===== config.mk =====
export PLATFORM = sky130hd
export DESIGN_NAME = chan_mux_reg_flat
export DESIGN_NICKNAME = d
export VERILOG_FILES = /design/src/rtl/chan_mux_reg_pkg.sv /design/src/rtl/chan_mux_reg_if.sv /design/src/rtl/chan_mux_reg_rr_arbiter.sv /design/src/rtl/chan_mux_reg.sv /design/src/flat_wrapper.sv
export SDC_FILE = /design/constraint.sdc
export NUM_CORES = 1
export LEC_CHECK = 0
export ABC_AREA = 1
export CAP_MARGIN = 20
export CORE_MARGIN = 2
export CORE_UTILIZATION = 55
export DETAILED_ROUTE_END_ITERATION = 7
export DONT_BUFFER_PORTS = 1
export GPL_ROUTABILITY_DRIVEN = 0
export MAX_ROUTING_LAYER = met4
export PLACE_DENSITY = 0.7
export RECOVER_POWER = 100
export SYNTH_ARGS = -nofsm -noshare
export SYNTH_HDL_FRONTEND = slang
export SYNTH_SLANG_ARGS = --single-unit

===== constraint.sdc =====
create_clock -name clk -period 3.6 [get_ports clk]
set_clock_uncertainty 0.05 [all_clocks]
set_input_delay 0.54 -clock clk [delete_from_list [all_inputs] [get_ports clk]]
set_output_delay 0.54 -clock clk [all_outputs]
set_load 0.01 [all_outputs]

===== src/rtl/chan_mux_reg_pkg.sv =====
// Shared definitions for chan_mux_reg: arbitration mode codes and select-width helper.
package chan_mux_defs;

  localparam int MODE_SELECT = 0;
  localparam int MODE_RR     = 1;

  // Width of a channel index; never less than one bit so sel/out_ch always exist.
  function automatic int chan_clog2(input int n);
    int r;
    r = 0;
    while ((1 << r) < n) r++;
    return (r < 1) ? 1 : r;
  endfunction

endpackage


===== src/rtl/chan_mux_reg_if.sv =====
// Producer/consumer bundle for chan_mux_reg; define PARITY_EN to add out_parity.
interface chan_mux_reg_if
  import chan_mux_defs::*;
#(
  parameter int WIDTH = 8,
  parameter int N     = 4,
  parameter int CW    = chan_clog2(N)
);

  logic [N-1:0]       in_valid;
  logic [N-1:0]       in_ready;
  logic [N*WIDTH-1:0] in_data;
  logic [CW-1:0]      sel;
  logic               out_valid;
  logic               out_ready;
  logic [WIDTH-1:0]   out_data;
  logic [CW-1:0]      out_ch;
`ifdef PARITY_EN
  logic               out_parity;

  modport master (
    output in_valid, in_data, sel, out_ready,
    input  in_ready, out_valid, out_data, out_ch, out_parity
  );

  modport slave (
    input  in_valid, in_data, sel, out_ready,
    output in_ready, out_valid, out_data, out_ch, out_parity
  );
`else
  modport master (
    output in_valid, in_data, sel, out_ready,
    input  in_ready, out_valid, out_data, out_ch
  );

  modport slave (
    input  in_valid, in_data, sel, out_ready,
    output in_ready, out_valid, out_data, out_ch
  );
`endif

endinterface


===== src/rtl/chan_mux_reg_rr_arbiter.sv =====
// Round-robin arbiter: first requester at or after ptr, wrapping modulo N.
module rr_arbiter #(
  parameter int N  = 4,
  parameter int CW = 2
) (
  input  logic [N-1:0]  req,
  input  logic [CW-1:0] ptr,
  output logic [N-1:0]  grant,
  output logic [CW-1:0] idx,
  output logic          any
);

  logic [CW-1:0] pos;

  always_comb begin
    grant = '0;
    idx   = '0;
    any   = 1'b0;
    pos   = '0;
    for (int k = 0; k < N; k++) begin
      pos = CW'((int'(ptr) + k) % N);
      if (!any && req[pos]) begin
        any        = 1'b1;
        grant[pos] = 1'b1;
        idx        = pos;
      end
    end
  end

endmodule


===== src/rtl/chan_mux_reg.sv =====
// N-channel registered mux (explicit select or round-robin) behind a valid/ready output.
// Define PARITY_EN to register an even-parity bit alongside out_data.
module chan_mux_reg
  import chan_mux_defs::*;
#(
  parameter int WIDTH = 8,
  parameter int N     = 4,
  parameter int MODE  = MODE_RR
) (
  input  logic          clk,
  input  logic          rst_n,
  chan_mux_reg_if.slave bus
);

  localparam int CW = chan_clog2(N);

  logic [N-1:0]     grant_oh;
  logic [CW-1:0]    grant_idx;
  logic             grant_any;
  logic [CW-1:0]    rr_ptr;
  logic             space;
  logic             load;
  logic [WIDTH-1:0] sel_data;
  logic             out_valid_q;
  logic [WIDTH-1:0] out_data_q;
  logic [CW-1:0]    out_ch_q;

  generate
    if (MODE == MODE_RR) begin : g_rr
      rr_arbiter #(
        .N  (N),
        .CW (CW)
      ) u_arb (
        .req   (bus.in_valid),
        .ptr   (rr_ptr),
        .grant (grant_oh),
        .idx   (grant_idx),
        .any   (grant_any)
      );
    end else begin : g_sel
      // A select value beyond the last channel grants nothing.
      always_comb begin
        grant_oh  = '0;
        grant_idx = bus.sel;
        grant_any = 1'b0;
        if ((int'(bus.sel) < N) && bus.in_valid[bus.sel]) begin
          grant_any         = 1'b1;
          grant_oh[bus.sel] = 1'b1;
        end
      end
    end
  endgenerate

  always_comb begin
    sel_data = '0;
    for (int i = 0; i < N; i++) begin
      if (grant_idx == CW'(i)) sel_data = bus.in_data[i*WIDTH +: WIDTH];
    end
  end

  // The register can take new data when empty or being drained this same cycle.
  assign space        = ~out_valid_q | bus.out_ready;
  assign load         = space & grant_any;
  assign bus.in_ready = {N{load}} & grant_oh;

  always_ff @(posedge clk or negedge rst_n) begin
    if (!rst_n) begin
      out_valid_q <= 1'b0;
      out_data_q  <= '0;
      out_ch_q    <= '0;
    end else if (load) begin
      out_valid_q <= 1'b1;
      out_data_q  <= sel_data;
      out_ch_q    <= grant_idx;
    end else if (bus.out_ready) begin
      out_valid_q <= 1'b0;
    end
  end

  // Pointer moves just past the winner so it gets lowest priority next time.
  always_ff @(posedge clk or negedge rst_n) begin
    if (!rst_n) begin
      rr_ptr <= '0;
    end else if ((MODE == MODE_RR) && load) begin
      rr_ptr <= (grant_idx == CW'(N - 1)) ? '0 : grant_idx + 1'b1;
    end
  end

  assign bus.out_valid = out_valid_q;
  assign bus.out_data  = out_data_q;
  assign bus.out_ch    = out_ch_q;

`ifdef PARITY_EN
  logic out_parity_q;

  always_ff @(posedge clk or negedge rst_n) begin
    if (!rst_n) begin
      out_parity_q <= 1'b0;
    end else if (load) begin
      out_parity_q <= ^sel_data;
    end
  end

  assign bus.out_parity = out_parity_q;
`endif

endmodule


===== src/flat_wrapper.sv =====
// flat-port wrapper written by rule: the top's interface ports become plain ports
module chan_mux_reg_flat import chan_mux_defs::*;
#(
  parameter int WIDTH = 8,
  parameter int N     = 4,
  parameter int MODE  = MODE_RR
)
  (clk, rst_n, bus_in_valid, bus_in_data, bus_sel, bus_out_ready, bus_in_ready, bus_out_valid, bus_out_data, bus_out_ch);
  chan_mux_reg_if #(.WIDTH(WIDTH), .N(N)) bus_i ();
  input  logic clk;
  input  logic rst_n;
  input wire logic [$bits(bus_i.in_valid)-1:0] bus_in_valid;
  input wire logic [$bits(bus_i.in_data)-1:0] bus_in_data;
  input wire logic [$bits(bus_i.sel)-1:0] bus_sel;
  input wire logic [$bits(bus_i.out_ready)-1:0] bus_out_ready;
  output wire logic [$bits(bus_i.in_ready)-1:0] bus_in_ready;
  output wire logic [$bits(bus_i.out_valid)-1:0] bus_out_valid;
  output wire logic [$bits(bus_i.out_data)-1:0] bus_out_data;
  output wire logic [$bits(bus_i.out_ch)-1:0] bus_out_ch;
  assign bus_i.in_valid = bus_in_valid;
  assign bus_i.in_data = bus_in_data;
  assign bus_i.sel = bus_sel;
  assign bus_i.out_ready = bus_out_ready;
  assign bus_in_ready = bus_i.in_ready;
  assign bus_out_valid = bus_i.out_valid;
  assign bus_out_data = bus_i.out_data;
  assign bus_out_ch = bus_i.out_ch;
  chan_mux_reg #(.WIDTH(WIDTH), .N(N), .MODE(MODE)) u_core (.clk(clk), .rst_n(rst_n), .bus(bus_i));
endmodule

==> results of run 1 <==
what timing repair did:
item                                   CTS  global route
hold buffers                             1             0
buffers inserted                         0             0
setup endpoints to repair                0             8
gates resized for setup                  0             2
endpoints found under the hold margin   13             0
layout make-up:
type,instances,area (um^2)
Tap cell,30,37.5
Sequential cell,13,325
Multi-Input combinational cell,166,920
Timing Repair Buffer,2,17.5
Inverter,19,78.8
Fill cell,251,1030
Clock buffer,4,26.3
metal layers:
metal,up-vias,wire [um],global-route usage [%]
met5,-,0,-
met3,4,122,5.56
li1,665,-,-
met1,602,1310,25.9
met2,39,1730,45.6
met4,0,18,5.00
sequential cells by signal, indices dropped and copies added, names as in the netlist:
register	cells
u_core.rr_ptr	2
u_core.bus.out_valid	1
u_core.bus.out_ch	2
u_core.bus.out_data	8
worst max-delay path by stage:
| stage | from | cells after the start | endpoint | slack [ps] |
|---|---|---|---|---|
| finish | u_core.rr_ptr[1] | 17 | u_core.bus.out_data[7] | 360 |
| global route | u_core.rr_ptr[1] | 17 | u_core.bus.out_data[2] | 5 |
| CTS | u_core.rr_ptr[1] | 17 | u_core.bus.out_data[7] | 210 |
| detailed placement | u_core.rr_ptr[1] | 17 | u_core.bus.out_data[7] | 220 |
| global placement | u_core.rr_ptr[1] | 17 | u_core.bus.out_data[7] | 390 |
| floorplan | u_core.rr_ptr[1] | 19 | u_core.bus.out_data[0] | 770 |
cells by family (layout without fill, tap and decap cells):
kind of cell | count (synthesis) | count (layout) | synth area share [%]
AOI/OAI and AO/OA | 35 | 35 | 13.7
buffers and inverters | 27 | 25 | 10.1
adders and majority gates | 12 | 12 | 10.8
DFF | 13 | 13 | 23.5
and+or+nand+nor | 119 | 119 | 41.8
placed cells by master, fill, tap and decap left out:
master | synthesis | layout
nand2_1 | 78 | 79
a21oi_1 | 12 | 12
nand4_4 | 1 | 1
nand2_2 | 4 | 4
o21a_1 | 1 | 1
inv_4 | 1 | 1
nand3b_1 | 1 | 1
nand3_2 | 1 | 1
clkbuf_4 | 0 | 3
dfrtp_1 | 13 | 13
o211ai_1 | 1 | 1
nor2_1 | 3 | 2
nor2_4 | 1 | 2
o21ai_0 | 17 | 17
inv_1 | 16 | 16
buf_4 | 0 | 1
inv_2 | 1 | 1
inv_6 | 1 | 1
a21boi_0 | 4 | 4
nand3_4 | 1 | 1
nor2_2 | 1 | 1
nand2_4 | 5 | 4
nand3_1 | 19 | 19
ha_1 | 12 | 12
nand4_1 | 4 | 4
dlygate4sd3_1 | 0 | 1
clkbuf_1 | 3 | 1
stage by stage:
| step | setup WS, ps | instances | cell area (um^2) |
|---|---|---|---|
| detailed placement | 217 | 229 | 1370 |
| floorplan | 774 | 206 | 1390 |
| global placement | 388 | 229 | 1370 |
| CTS | 209 | 234 | 1410 |
| global route | 5.11 | 234 | 1410 |
| finish | 360 | 234 | 1410 |
worst max-delay path: cells and delay by family, from the launching register on:
family | cells | cell delay [ps]
AND/OR/NAND/NOR | 10 | 1150
adder cells (fa/ha/maj) | 2 | 700
flip-flops | 1 | 520
buffers and inverters | 3 | 430
AO/OA/AOI/OAI | 2 | 320
==> run summary, run 1 <==
H-tree Lvls - 1
launch point of the worst reg-to-reg path - u_core.rr_ptr[1]
Worst-path clk slew - 70 ps
area leader, netlist - dfrtp_1
Final TNS setup - 0 ps
first-pass GRT wire length - 5140 um
Hold Path Class - primary input to flip-flop
Post-synth top cells - nand2_1 (78), nand3_1 (19), o21ai_0 (17)
Tcrit/Tclk final - 90.0%
fmax - 309 MHz
Critical Path End Type - flip-flop
DRC violations left - 0
R2R Setup Slk - 360 ps
# Max-Cap Violations - 0
CP most frequent cell - nand2_1
Ports - 56
Chip Width - 54.2 um
EDFF count, synth - 0
Critical Path AT - 3410 ps
Global Route Usage Sum - 24.4%
Starting Density - 56.9%
Synth Instances - 206
initial DRC count - 23
FFs w/ async S/R, synth - 100%
Max FO, Critical Path - 11
Final nets - 258
final antenna diode count - 0
Synth top area share - 23.5%
die height - 54.2 um
crit path launch type - flip-flop
WL/cell - 13.6 um
top-count cell post-synth - nand2_1
pin count of the biggest net entering global routing - 18
Final Util - 57.8%
post-detail-place hpwl - 2490 um
die area - 0.00294 mm^2
crit-path cells - inv_1 > ha_1 > inv_1 > nand2_1 > nand2_1 > nor2_4 > nand3_1 > nand3_2 > inv_1 > ha_1 > nor2_4 > nand2_1 > nand2_1 > o21ai_0 > o21ai_0 > nand2_1 > nand2_1
Main synth FF type - dfrtp_1
final WL - 3180 um
critical path type - flip-flop to flip-flop
Worst Reg2Reg Path Length in Cells - 17
initial antenna violation count - 0
layout cell share with drive strength beyond 1 - 10.3%
vias in the first global route - 1281
Num CTS Buffers - 3
Final min period - 3240 ps
Yosys reg bits - 13
area overhead of the layout relative to synthesis - 1.45%
Detail Route Antenna Nets - 0
WP data required - 3770 ps
IO Port Bufs - 0
synth warn - 0
remaining global-route overflow - 0
min-delay src - bus_out_ready
mapped cell area - 0.00139 mm^2
Slew HR - 62.9%
Yosys cell types - 26
CTS Buffer Depth - 2
syn nets - 259
TritonRoute pass-1 iters - 4
clk sink count - 13
Fin Hold WS - 403 ps
Max Slew Vio Count - 0
Setup violations, final - 0
largest cells by area after synthesis - dfrtp_1 (23%), nand2_1 (21%), ha_1 (11%)
Worst path max stage delay - 520 ps
Root Buffer - clkbuf_4
Core Area - 0.00243 mm^2
hold depth - 3
clk_lat worst skew - 280 ps
worst slew pin tran - 555 ps
CTS tree - done
cell with the largest stage delay on the worst path - dfrtp_1
Seq/Total Area, Yosys - 23.5%
final hold vios - 0
DR vias - 1310
row cnt - 18
Vias/cell - 5.60
Worst Hold Endpoint - u_core.bus.out_valid
RSZ-0062 raised after global routing - no
Mean Syn Cell Area - 6.72 um^2
r2r endpoint - u_core.bus.out_data[7]
status - finished clean
Power of run 1 is not shown: default switching activity piles up to over one toggle a cycle in this logic, so the estimate is an artifact.
==> run 2, diff against run 1 <==
CORE_MARGIN = 3   (was 2)
GPL_ROUTABILITY_DRIVEN = 1   (was 0)
==> run 2 against run 1 <==
First-iteration DRC count grew to 3.4 times the previous value. Cell area is 0.18% higher. Via count is 2.3% lower. Final cell count stayed put. Maximum frequency is 3.6% higher. Global-route usage is 4.0 points lower. Count of clock-buffer cells in the layout stayed put. Non-clock buffer count is 2 higher. Sequential share of layout area hardly changed. Routed wire length is 3.8% lower. Flip-flop and latch count stayed put. Critical path type unchanged. Highest routed layer unchanged.
==> run summary, run 2 (synthesis gave the netlist of run 1 again) <==
status - finished clean
cell with the largest stage delay on the worst path - dfrtp_1
Max Slew Vio Count - 0 (unchanged)
layout cell share with drive strength beyond 1 - 10.2% (-0.10 points)
Final min period - 3130 ps (-114 ps)
crit path launch type - flip-flop
initial antenna violation count - 0 (unchanged)
vias in the first global route - 1194 (-6.8%)
R2R Setup Slk - 470 ps (+110 ps)
worst slew pin tran - 562 ps (+6.28 ps)
Worst Hold Endpoint - u_core.bus.out_valid
Tcrit/Tclk final - 86.8% (-3.2 points)
Critical Path AT - 3290 ps (-120 ps)
Fill cells - 226 (-10%)
Core Area - 0.00230 mm^2 (-5.6%)
Ports - 56 (unchanged)
Global Route Usage Sum - 20.4% (-4.0 points)
DP Cell Count - 229 (unchanged)
crit path buf inv count - 3 (unchanged)
postcts setup bufs - 0 (unchanged)
Detail Route Antenna Nets - 0 (unchanged)
post-detail-place hpwl - 2450 um (-1.7%)
final antenna diode count - 0 (unchanged)
Setup violations, final - 0 (unchanged)
WL/cell - 13.1 um (-3.8%)
fmax - 320 MHz (+3.6%)
DRC violations left - 0 (unchanged)
IO Port Bufs - 0 (unchanged)
die height - 56.2 um (+3.7%)
hold depth - 3 (unchanged)
Post-Layout Cell Count - 234 (unchanged)
Hold Path Class - primary input to flip-flop
Setup crit start - u_core.rr_ptr[1]
Final nets - 260 (+0.78%)
Critical Path End Type - flip-flop
DR vias - 1280 (-2.3%)
CTS Buffer Depth - 2 (unchanged)
final WL - 3060 um (-3.8%)
clk_lat worst skew - 270 ps (about the same)
Starting Density - 60.3% (+3.3 points)
critical path type - flip-flop to flip-flop
max FFs per register - 8 (unchanged)
final hold vios - 0 (unchanged)
CTS tree - done
area overhead of the layout relative to synthesis - 1.63%
Slew HR - 62.4% (-0.42 points)
pin count of the biggest net entering global routing - 18 (unchanged)
Worst Reg2Reg Path Length in Cells - 17 (unchanged)
Max FO, Critical Path - 11 (unchanged)
Largest delay share family, worst path - simple AND/OR/NAND/NOR gates
Root Buffer - clkbuf_4
commonest cells after routing, fill and taps aside - nand2_1 (80), nand3_1 (19), o21ai_0 (17), inv_1 (16), dfrtp_1 (13)
launch point of the worst reg-to-reg path - u_core.rr_ptr[1]
CP most frequent cell - nand2_1
row cnt - 17 (-1)
# Max-Cap Violations - 0 (unchanged)
Final TNS setup - 0 ps (unchanged)
crit-path cells - inv_1 > ha_1 > inv_1 > nand2_1 > nand2_1 > nor2_4 > nand3_1 > nand3_2 > inv_1 > ha_1 > nor2_2 > nand2_1 > nand2_1 > o21ai_0 > o21ai_0 > nand2_1 > nand2_1
Worst path max stage delay - 520 ps (about the same)
H-tree Lvls - 1 (unchanged)
Chip Width - 56.2 um (+3.7%)
RSZ-0062 raised after global routing - no
r2r endpoint - u_core.bus.out_data[3]
Vias/cell - 5.47 (-2.3%)
initial DRC count - 78 (+240%)
commonest non-fill, non-tap cell in the layout - nand2_1
remaining global-route overflow - 0 (unchanged)
Num CTS Buffers - 3 (unchanged)
Final Util - 61.3% (+3.5 points)
first-pass GRT wire length - 5210 um (+1.3%)
clk sink count - 13 (unchanged)
min-delay src - bus_out_ready
TritonRoute pass-1 iters - 4 (unchanged)
die area - 0.00316 mm^2 (+7.5%)
gpl congestion - 0.890
WP data required - 3760 ps (about the same)
Worst-path clk slew - 80 ps (about the same)
## run 2: layout make-up
class | instances | area [um^2] | share of cell area [%]
inverter | 19 | 78.8 | 5.60
clock buffer | 4 | 26.3 | 1.87
timing repair buffer | 4 | 32.5 | 2.31
sequential | 13 | 325 | 23.1
multi-input combinational | 166 | 910 | 64.6
tap | 28 | 35.0 | 2.49
## run 2: timing repair
item | 4_1_cts | 5_1_grt
hold endpoints to repair | 13 | 0
hold buffers | 1 | 0
setup endpoints to repair | 0 | 3
gates resized for setup | 0 | 1
## run 2: worst max-delay path by stage
stage | endpoint | slack (ps) | cells past startpoint
2_1_floorplan | u_core.bus.out_data[0] | 770 | 19
3_3_place_gp | u_core.bus.out_data[3] | 500 | 17
3_5_place_dp | u_core.bus.out_data[3] | 380 | 17
4_1_cts | u_core.bus.out_data[3] | 350 | 17
5_1_grt | u_core.bus.out_data[7] | 60 | 18
6_report | u_core.bus.out_data[3] | 470 | 17
## run 2: per-stage QoR
| step | area (um^2) | setup slack [ps] | hold WS [ps] |
|---|---|---|---|
| 6_report | 1410 | 474 | 400 |
| 3_5_place_dp | 1380 | 384 | 195 |
| 4_1_cts | 1420 | 351 | 451 |
| 2_1_floorplan | 1390 | 774 | 194 |
| 5_1_grt | 1410 | 58.0 | 417 |
| 3_3_place_gp | 1380 | 496 | 195 |
## run 2: tightest hold or removal path, cell delays in order
cell,delay [ps]
inv_1,20
nand2_1,70
nand2_1,60
## run 2: per-layer routing
metal  wire [um]  global-route usage, %
met5           0                      -
met1        1520                   28.6
met3         207                   2.55
met2        1320                   31.6
met4          11                   4.07
Power of run 2 is left out for the same reason.
==> edit, RTL diff (settings of run 1) <==
`N` is set to 4 in 4 places; all go to 5.
--- a/src/rtl/chan_mux_reg_if.sv
+++ b/src/rtl/chan_mux_reg_if.sv
@@ -3,7 +3,7 @@
   import chan_mux_defs::*;
 #(
   parameter int WIDTH = 8,
-  parameter int N     = 4,
+  parameter int N     = 5,
   parameter int CW    = chan_clog2(N)
 );
 
--- a/src/rtl/chan_mux_reg_rr_arbiter.sv
+++ b/src/rtl/chan_mux_reg_rr_arbiter.sv
@@ -1,6 +1,6 @@
 // Round-robin arbiter: first requester at or after ptr, wrapping modulo N.
 module rr_arbiter #(
-  parameter int N  = 4,
+  parameter int N  = 5,
   parameter int CW = 2
 ) (
   input  logic [N-1:0]  req,
--- a/src/rtl/chan_mux_reg.sv
+++ b/src/rtl/chan_mux_reg.sv
@@ -4,7 +4,7 @@
   import chan_mux_defs::*;
 #(
   parameter int WIDTH = 8,
-  parameter int N     = 4,
+  parameter int N     = 5,
   parameter int MODE  = MODE_RR
 ) (
   input  logic          clk,
--- a/src/flat_wrapper.sv
+++ b/src/flat_wrapper.sv
@@ -2,7 +2,7 @@
 module chan_mux_reg_flat import chan_mux_defs::*;
 #(
   parameter int WIDTH = 8,
-  parameter int N     = 4,
+  parameter int N     = 5,
   parameter int MODE  = MODE_RR
 )
   (clk, rst_n, bus_in_valid, bus_in_data, bus_sel, bus_out_ready, bus_in_ready, bus_out_valid, bus_out_data, bus_out_ch);
Interface: changed (5 resized); port bits go from 56 to 68. No check against the original RTL was run, so the function may have changed too.
==> edit against run 1 <==
- the run now ends with DRC, setup timing left
- critical path type unchanged
- core utilization grew 36 points
- worst setup slack lost 1.7 ns
- first-iteration DRC count grew to 45 times the old value
- count of clock-buffer cells in the layout is the same
- routed wire length grew to 4.8 times the old value
- final cell count grew to 2.9 times the old value
- area after synthesis grew 98%
- sequential cell count grew 2
- cell area grew to 3.2 times the old value
Power is left out: the tool's default activity adds up to more than one toggle a clock period on the data nets, which glitch-free logic cannot reach.
==> edit: results <==
set metrics [dict create \
    status "finished with violations" \
    violations "DRC, setup timing" \
    synth.mux.area_fraction_pct 0 \
    final_nets 679 \
    clockBufferDepth 2 \
    routed_wl_um 15260 \
    layout.cells.non_filler 667 \
    cp_data_arrival_time_ns 5.05 \
    dp_hpwl_um 6883 \
    drive_gt1_share_pct 44.83 \
    synth_compound_area_share_pct 12.68 \
    dr.pass1.iters 8 \
    synth_fa_ha_area_share_pct 12.59 \
    start_util_pct 57.71 \
    whs_endpoint "u_core.bus.out_data[3]" \
    worst_slack_ns -1.300 \
    synth_common_cells "150 x nand2_1, 70 x inv_1, 61 x nor2_1" \
    cpMaxStageDelayCell "dfrtp_2" \
    path_max_fanout 6 \
    antenna_found_initial 0 \
    dp_cells 630 \
    grt_max_degree 16 \
    met1_usage_pct 51.08 \
    placed_area_mm2 0.003707 \
    vias 4512 \
    ys_types 34 \
    fillers 166 \
    r2r_slack_ns -1.30 \
    hold_depth 4 \
    synthTopCellsByArea "nand2_1 21%, dfrtp_1 14%, ha_1 12%, inv_1 9.6%, nor2_1 8.3%" \
    slowest_delay_ns 0.42 \
    worst_pin_slew_ns 0.7007 \
    hold_ws_ns 0.4546 \
    grt_pass1_wl_um 17770 \
    met2_usage_pct 70.50 \
    tns_ns -20.07 \
    synth_nets 561 \
    globalRouteMet3Util_pct 9.505 \
    synth-xor-area-share_pct 1.277 \
    ff2ff_path_depth 33 \
    drc 90 \
    cts_buffers 3 \
    cts_root_buffer "clkbuf_8" \
    track_usage_pct 42.57 \
    setup_viol 20 \
    clkLatencyLatePin_ns 0.26 \
    drt_iter0_markers 1041 \
    synth-seq-area-share_pct 13.68 \
    grt_pass1_vias 3693 \
    hold_path.startpoint "bus_in_data[35]" \
    syn_inst 483 \
]
## edit: per-layer routing
metal  routed length (um)  up-vias
li1                     -     1777
met3                 2363      232
met4                 1831        0
met5                    0        -
met1                 4746     1990
met2                 6320      513
## edit: area by class of cell
class | instances | area, um2 | area share [%]
timing repair buffer | 123 | 1052 | 23.56
sequential | 15 | 379.1 | 8.487
timing repair inverter | 1 | 7.507 | 0.1681
clock buffer | 4 | 45.04 | 1.008
multi-input combinational | 373 | 2555 | 57.20
inverter | 84 | 344.1 | 7.703
tap | 67 | 83.83 | 1.877
## edit: what timing repair did
item                                    4_1_cts  5_1_grt
pin swaps                                    42       42
buffers inserted                             25        5
resized for setup                            89       32
endpoints found under the setup margin       20       20
hold buffers                                  1        0
hold endpoints to repair                     15        0
gates cloned                                  3        0
## edit: metrics by stage
stage,worst slack (ns),util [%]
final,-1.300,93.95
after detailed placement,-0.7337,77.97
after floorplan,-0.4863,-
after CTS,-0.6447,90.82
after global routing,-1.442,93.95
after global placement,-0.6335,77.97
